==> config.mk <==
export PLATFORM = sky130hd
export DESIGN_NAME = uart_loader
export DESIGN_NICKNAME = d
export VERILOG_FILES = /design/src/rtl/uart_loader.sv
export SDC_FILE = /design/constraint.sdc
export NUM_CORES = 1
export LEC_CHECK = 0
export ABC_AREA = 1
export CAP_MARGIN = 15
export CORE_MARGIN = 2
export CORE_UTILIZATION = 50
export DETAILED_ROUTE_END_ITERATION = 10
export DONT_BUFFER_PORTS = 1
export HOLD_SLACK_MARGIN = 0.1
export RECOVER_POWER = 50
export SYNTH_ARGS = -nofsm -noshare
export SYNTH_HDL_FRONTEND = slang
export SYNTH_SLANG_ARGS = --single-unit
==> constraint.sdc <==
create_clock -name clock -period 2.4 [get_ports clock]
set_input_delay 0.48 -clock clock [delete_from_list [all_inputs] [get_ports clock]]
set_output_delay 0.48 -clock clock [all_outputs]
set_load 0.03 [all_outputs]
==> src/rtl/uart_loader.sv <==
// UART boot loader: receives a little-endian 32-bit length followed by that many bytes over 8N1
// serial, writes them to program memory from address 0, then releases the core from reset.
module uart_loader #(
  parameter int unsigned CLKS_PER_BIT = 868,
  parameter int unsigned MEM_BYTES    = 4096,
  parameter int unsigned ADDR_W       = 12
) (
  input  logic              clock,
  input  logic              reset,
  input  logic              rx,
  output logic              mem_we,
  output logic [ADDR_W-1:0] mem_addr,
  output logic [7:0]        mem_wdata,
  output logic              core_reset_n,
  output logic              busy,
  output logic              done,
  output logic              err
);

  localparam int unsigned CntW    = $clog2(CLKS_PER_BIT);
  localparam int unsigned HalfBit = CLKS_PER_BIT / 2;

  typedef enum logic [1:0] {RxIdle, RxStart, RxData, RxStop} rx_state_e;
  typedef enum logic [1:0] {LdHdr, LdLoad, LdRun, LdError} ld_state_e;

  // Two-flop synchronizer; resets to the idle (high) line level.
  logic rx_meta_q, rx_sync_q;

  always_ff @(posedge clock) begin
    if (reset) begin
      rx_meta_q <= 1'b1;
      rx_sync_q <= 1'b1;
    end else begin
      rx_meta_q <= rx;
      rx_sync_q <= rx_meta_q;
    end
  end

  // Receiver
  rx_state_e       rx_state_q;
  logic [CntW-1:0] baud_cnt_q;
  logic [2:0]      bit_idx_q;
  logic [7:0]      shift_q;

  logic half_end, bit_end;
  logic start_det, glitch, byte_stb, ferr_stb;

  assign half_end  = (baud_cnt_q == CntW'(HalfBit - 1));
  assign bit_end   = (baud_cnt_q == CntW'(CLKS_PER_BIT - 1));
  assign start_det = (rx_state_q == RxIdle) && !rx_sync_q;
  assign glitch    = (rx_state_q == RxStart) && half_end && rx_sync_q;
  assign byte_stb  = (rx_state_q == RxStop) && bit_end && rx_sync_q;
  assign ferr_stb  = (rx_state_q == RxStop) && bit_end && !rx_sync_q;

  always_ff @(posedge clock) begin
    if (reset) begin
      rx_state_q <= RxIdle;
      baud_cnt_q <= '0;
      bit_idx_q  <= '0;
      shift_q    <= '0;
    end else begin
      unique case (rx_state_q)
        RxIdle: begin
          baud_cnt_q <= '0;
          bit_idx_q  <= '0;
          if (!rx_sync_q) rx_state_q <= RxStart;
        end
        RxStart: begin
          if (half_end) begin
            baud_cnt_q <= '0;
            rx_state_q <= rx_sync_q ? RxIdle : RxData;
          end else begin
            baud_cnt_q <= baud_cnt_q + 1'b1;
          end
        end
        RxData: begin
          if (bit_end) begin
            baud_cnt_q <= '0;
            shift_q    <= {rx_sync_q, shift_q[7:1]};
            bit_idx_q  <= bit_idx_q + 1'b1;
            if (bit_idx_q == 3'd7) rx_state_q <= RxStop;
          end else begin
            baud_cnt_q <= baud_cnt_q + 1'b1;
          end
        end
        RxStop: begin
          if (bit_end) begin
            baud_cnt_q <= '0;
            rx_state_q <= RxIdle;
          end else begin
            baud_cnt_q <= baud_cnt_q + 1'b1;
          end
        end
        default: rx_state_q <= RxIdle;
      endcase
    end
  end

  // Loader
  ld_state_e         ld_state_q;
  logic [1:0]        hdr_cnt_q;
  logic [31:0]       len_q;
  logic [ADDR_W:0]   cnt_q;
  logic              mem_we_q;
  logic [ADDR_W-1:0] mem_addr_q;
  logic [7:0]        mem_wdata_q;
  logic              core_reset_n_q, busy_q, done_q, err_q;
  logic [31:0]       hdr_len;

  // Length as it will read once the byte now completing is shifted in.
  assign hdr_len = {shift_q, len_q[31:8]};

  always_ff @(posedge clock) begin
    if (reset) begin
      ld_state_q     <= LdHdr;
      hdr_cnt_q      <= '0;
      len_q          <= '0;
      cnt_q          <= '0;
      mem_we_q       <= 1'b0;
      mem_addr_q     <= '0;
      mem_wdata_q    <= '0;
      core_reset_n_q <= 1'b0;
      busy_q         <= 1'b0;
      done_q         <= 1'b0;
      err_q          <= 1'b0;
    end else begin
      mem_we_q <= 1'b0;
      unique case (ld_state_q)
        LdHdr: begin
          if (start_det) busy_q <= 1'b1;
          // A rejected glitch before any header byte does not count as a load.
          if (glitch && hdr_cnt_q == 2'd0) busy_q <= 1'b0;
          if (ferr_stb) begin
            ld_state_q <= LdError;
            err_q      <= 1'b1;
            busy_q     <= 1'b0;
          end else if (byte_stb) begin
            len_q     <= hdr_len;
            hdr_cnt_q <= hdr_cnt_q + 1'b1;
            if (hdr_cnt_q == 2'd3) begin
              if (hdr_len == 32'd0) begin
                ld_state_q     <= LdRun;
                core_reset_n_q <= 1'b1;
                done_q         <= 1'b1;
                busy_q         <= 1'b0;
              end else if (hdr_len > 32'(MEM_BYTES)) begin
                ld_state_q <= LdError;
                err_q      <= 1'b1;
                busy_q     <= 1'b0;
              end else begin
                ld_state_q <= LdLoad;
                cnt_q      <= '0;
              end
            end
          end
        end
        LdLoad: begin
          if (32'(cnt_q) == len_q) begin
            ld_state_q     <= LdRun;
            core_reset_n_q <= 1'b1;
            done_q         <= 1'b1;
            busy_q         <= 1'b0;
          end else if (ferr_stb) begin
            ld_state_q <= LdError;
            err_q      <= 1'b1;
            busy_q     <= 1'b0;
          end else if (byte_stb) begin
            mem_we_q    <= 1'b1;
            mem_addr_q  <= cnt_q[ADDR_W-1:0];
            mem_wdata_q <= shift_q;
            cnt_q       <= cnt_q + 1'b1;
          end
        end
        LdRun: begin
          core_reset_n_q <= 1'b1;
          done_q         <= 1'b1;
        end
        LdError: begin
          core_reset_n_q <= 1'b0;
          err_q          <= 1'b1;
        end
        default: ld_state_q <= LdError;
      endcase
    end
  end

  assign mem_we       = mem_we_q;
  assign mem_addr     = mem_addr_q;
  assign mem_wdata    = mem_wdata_q;
  assign core_reset_n = core_reset_n_q;
  assign busy         = busy_q;
  assign done         = done_q;
  assign err          = err_q;

endmodule
==> results.txt <==
The run finished with clean final reports. The number of buffers inserted during clock tree synthesis came out at 9. The sequential standard cell area is 1980 µm².

Yosys attributes the largest share of cell area to sky130_fd_sc_hd__dfxtp_1, sky130_fd_sc_hd__nor2_1, sky130_fd_sc_hd__nand2_1. For this block, the routed nets add up to 10100 µm of wire. The number of DRC violations after detailed routing is 0. The count of port buffers added during placement is 0. Once detail routing completed, the nets flagged for antenna violations numbered 0.

The worst IR drop on VDD is 270 µV. The category of cells accounting for the largest share of critical-path delay is simple AND/OR/NAND/NOR gates. Walking the worst path, the cells encountered are ha_1 > nand3_1 > nor2_1 > nand4_4 > nor2_1 > nand2_2 > nor2_8 > nand2_4 > nand2_4 > nand2_4 > inv_4 > nor2_2. The final setup TNS came out at 0 ns.

The placeable core area is 9110 µm². The die span in x is 100 µm. Among all stages on the critical path, the largest delay is contributed by sky130_fd_sc_hd__dfxtp_1. In the global route stage, overall resource usage came out at 21.3%.

The layout net count is 658. Between clock sinks in the finished design, the worst skew comes to 0.0138 ns. The number of iterations in the first detailed-routing pass is 6. The biggest area consumer among synthesized cells is sky130_fd_sc_hd__dfxtp_1. Of the available clock period, the critical path in the final layout requires 87.4%. The gate count of the mapped netlist came out at 649. The number of setup violations in the final report came out at 0. By startpoint and endpoint, the worst setup path is classified as reg -> reg. Sequential cells were found to cover 42.8% of the synthesized design area. The multi-input gate area in the final layout is 2210 µm². The weighted congestion reported at the end of routability-driven placement is 0.978. Once the floorplan was initialized, standard cells occupied 50.8% of the core.

The max-cap check violation count came out at 0. The synthesized flop and latch total came out at 99. The count of H-tree levels built during CTS came out at 3. The routed length per instance came out at 13.2 µm. Detailed routing inserted a total of 3919 vias. For this design, the CTS-stage hold fixing added 0 buffers. The row count came out at 35. The peak clock frequency supported by timing is 476 MHz.

The detailed placer's ending HPWL is 7250 µm. CTS saw 99 sinks. Counting both buffers and inverters, the worst setup path holds a total of 1. The worst-case headroom to the max-slew limit is 59.9%. The average instance area after synthesis is 7.13 µm².

The final hold violation count is 0. The critical-path maximum fanout is 18. The final-report max-slew violation count was 0. The root buffer cell chosen for the clock tree is sky130_fd_sc_hd__clkbuf_8.

TritonCTS built the clock tree. By instance count, the cell type seen most on the critical path is sky130_fd_sc_hd__nand2_4. The total inserted antenna cells came out at 0. On the worst path, the slowest cell contributes a delay of 0.39 ns. The number of gates resized after cts is 0. The core occupancy in the finished layout came out at 53.5%. The share of layout cells above drive strength 1 is 10.1%. The standby leakage power came out at 0.00213 µW. The data required time at the worst endpoint is 2.67 ns. The die area is 10000 µm². The first global-routing pass estimated 17300 µm of wire.

The total of warnings raised by yosys came out at 0. The die height came out at 100 µm. The routed via count divided by cell count came out at 5.13.

Entering global routing, the biggest net connects 69 pins. The min-delay analysis places its worst path in the category in -> reg. After clock tree synthesis, the clock-pin slew on the worst setup and hold paths is 0.10 ns. The type of destination of the critical path is a flip-flop. The number of global-route vias before repair was 3655. The maximum number of buffers from clock root to sink came out at 2.

The power density of the placed cells is 574 nW/µm². The worst setup path is launched from a flip-flop. The net count after synthesis came out at 659. The initial antenna violation count came out at 0.

The share of the synthesized area in the top cell type is 42.8%. The data arrival time at the worst-slack endpoint is 2.36 ns. The total instance count after detailed placement came out at 748. The count of pins on the block boundary is 28. The combined area of all synthesized cells came out at 4630 µm². After clock tree synthesis, the setup repair step added 0 buffers.

The area added between synthesis and finish is 5.38%. Setup repair after global routing left no endpoint under its margin. Summed over all layers, the global routing overflow is 0. The shortest clock period the worst path allows after layout is 2.10 ns.

In this run, the number of DRC markers left after iteration 0 of detailed routing was 154. The worst-skew pair later-pin latency came out at 0.37 ns. Leaving out filler cells and counting taps, the final layout contains 764. The count of fill cells added during filler insertion came out at 925. For the pin with the worst max-slew slack, the measured transition is 0.602 ns.

The number of library cell types mapped by synthesis is 33.
## cell usage in the layout, fill, tap and decap left out, drive strengths merged, types with 3 or more instances in the layout
master	count
dfxtp	99
nor2	148
nand4	14
xor2	3
clkbuf	10
nand3	24
buf	9
ha	7
a21oi	49
nor3	8
o21ai	74
inv	80
nand2	111
xnor2	7
## Yosys cell counts
| cell type | n |
|---|---|
| sky130_fd_sc_hd__a22oi_1 | 1 |
| sky130_fd_sc_hd__clkbuf_1 | 10 |
| sky130_fd_sc_hd__nor3b_1 | 2 |
| sky130_fd_sc_hd__nand4_1 | 12 |
| sky130_fd_sc_hd__a21oi_1 | 48 |
| sky130_fd_sc_hd__or2_2 | 2 |
| sky130_fd_sc_hd__nor3_1 | 7 |
| sky130_fd_sc_hd__inv_1 | 65 |
| sky130_fd_sc_hd__nor2_1 | 129 |
| sky130_fd_sc_hd__nor2_2 | 15 |
| sky130_fd_sc_hd__nand2_4 | 3 |
| sky130_fd_sc_hd__ha_1 | 7 |
| sky130_fd_sc_hd__inv_2 | 8 |
| sky130_fd_sc_hd__buf_2 | 5 |
| sky130_fd_sc_hd__buf_6 | 5 |
| sky130_fd_sc_hd__buf_8 | 2 |
| sky130_fd_sc_hd__nor3_2 | 1 |
| sky130_fd_sc_hd__nor2_8 | 1 |
| sky130_fd_sc_hd__o211ai_1 | 1 |
| sky130_fd_sc_hd__nand2_1 | 105 |
| sky130_fd_sc_hd__o21ai_1 | 29 |
| sky130_fd_sc_hd__inv_4 | 2 |
| sky130_fd_sc_hd__and2_1 | 1 |
| sky130_fd_sc_hd__o21ai_0 | 45 |
| sky130_fd_sc_hd__xnor2_1 | 7 |
| sky130_fd_sc_hd__a31oi_1 | 1 |
| sky130_fd_sc_hd__dfxtp_1 | 99 |
| sky130_fd_sc_hd__xor2_1 | 3 |
| sky130_fd_sc_hd__nor2_4 | 3 |
| sky130_fd_sc_hd__nand4_4 | 2 |
| sky130_fd_sc_hd__a21oi_2 | 1 |
| sky130_fd_sc_hd__nand2_2 | 3 |
| sky130_fd_sc_hd__nand3_1 | 24 |
## worst register-to-register path, cell delays in order, from the launching register on
cell and delay [ns]:
sky130_fd_sc_hd__dfxtp_1 0.39, sky130_fd_sc_hd__ha_1 0.24, sky130_fd_sc_hd__nand3_1 0.09, sky130_fd_sc_hd__nor2_1 0.16
sky130_fd_sc_hd__nand4_4 0.15, sky130_fd_sc_hd__nor2_1 0.15, sky130_fd_sc_hd__nand2_2 0.10, sky130_fd_sc_hd__nor2_8 0.25
sky130_fd_sc_hd__nand2_4 0.12, sky130_fd_sc_hd__nand2_4 0.10, sky130_fd_sc_hd__nand2_4 0.10, sky130_fd_sc_hd__inv_4 0.10
sky130_fd_sc_hd__nor2_2 0.04
## through the flow
step           hold WS, ns  cell area, µm²  setup slack, ns  total power [µW]
2_1_floorplan        0.389            4630            0.659              1770
3_3_place_gp         0.402            4690            0.323              1780
3_5_place_dp         0.406            4690            0.315              1780
4_1_cts              0.159            4880            0.306              2820
5_1_grt              0.139            4880           0.0540              2910
6_report             0.171            4880            0.301              2800
## layer usage
layer / track usage (%) / part of all wire [%] / vias up
met5: 0 / 0 / -
met4: 4.85 / 0.69 / 0
met3: 4.87 / 4.2 / 7
met2: 31.8 / 42 / 83
met1: 31.2 / 53 / 1755
li1: - / - / 2074
## path summary, 6_finish.rpt
kind	from	endpoint	slack [ns]	cells after the start
worst min register to register	rx_meta_q	rx_sync_q	0.42	1
worst max register to register	baud_cnt_q[0]	cnt_q[5]	0.30	12
worst min-delay path	reset	flip-flop	0.17	1
worst max-delay path	baud_cnt_q[0]	cnt_q[5]	0.30	12
## cell families after synthesis
logic type	after synthesis	synth area share, %
AO/OA/AOI/OAI	126	13.8
XOR/XNOR	10	1.89
adder cells (fa/ha/maj)	7	1.89
buffers and inverters	97	9.41
flip-flops	99	42.8
AND/OR/NAND/NOR	310	30.1
## power breakdown
group / switching [µW] / internal (µW) / leakage, µW
clock: 645 / 407 / 0.0000999
sequential: 13.3 / 1650 / 0.000798
combinational: 57.8 / 24.7 / 0.00123
total: 716 / 2080 / 0.00213
## sequential cells by signal, summed over array words and instances, names as in the netlist, named ones only
name and count:
baud_cnt_q 10, bit_idx_q 3, busy 1, cnt_q 13, core_reset_n 1, done 1
err 1, hdr_cnt_q 2, ld_state_q 2, len_q 32, mem_addr 12, mem_wdata 8
mem_we 1, rx_meta_q 1, rx_state_q 1, rx_sync_q 1, shift_q 8
## area by class of cell
class	instances	area share, %
clock buffer	9	2.54
inverter	75	5.87
sequential	99	40.6
tap	111	2.85
clock inverter	7	1.33
multi-input combinational	453	45.3
timing repair buffer	10	1.49
Note: power is estimated with default switching activity, not from simulation.
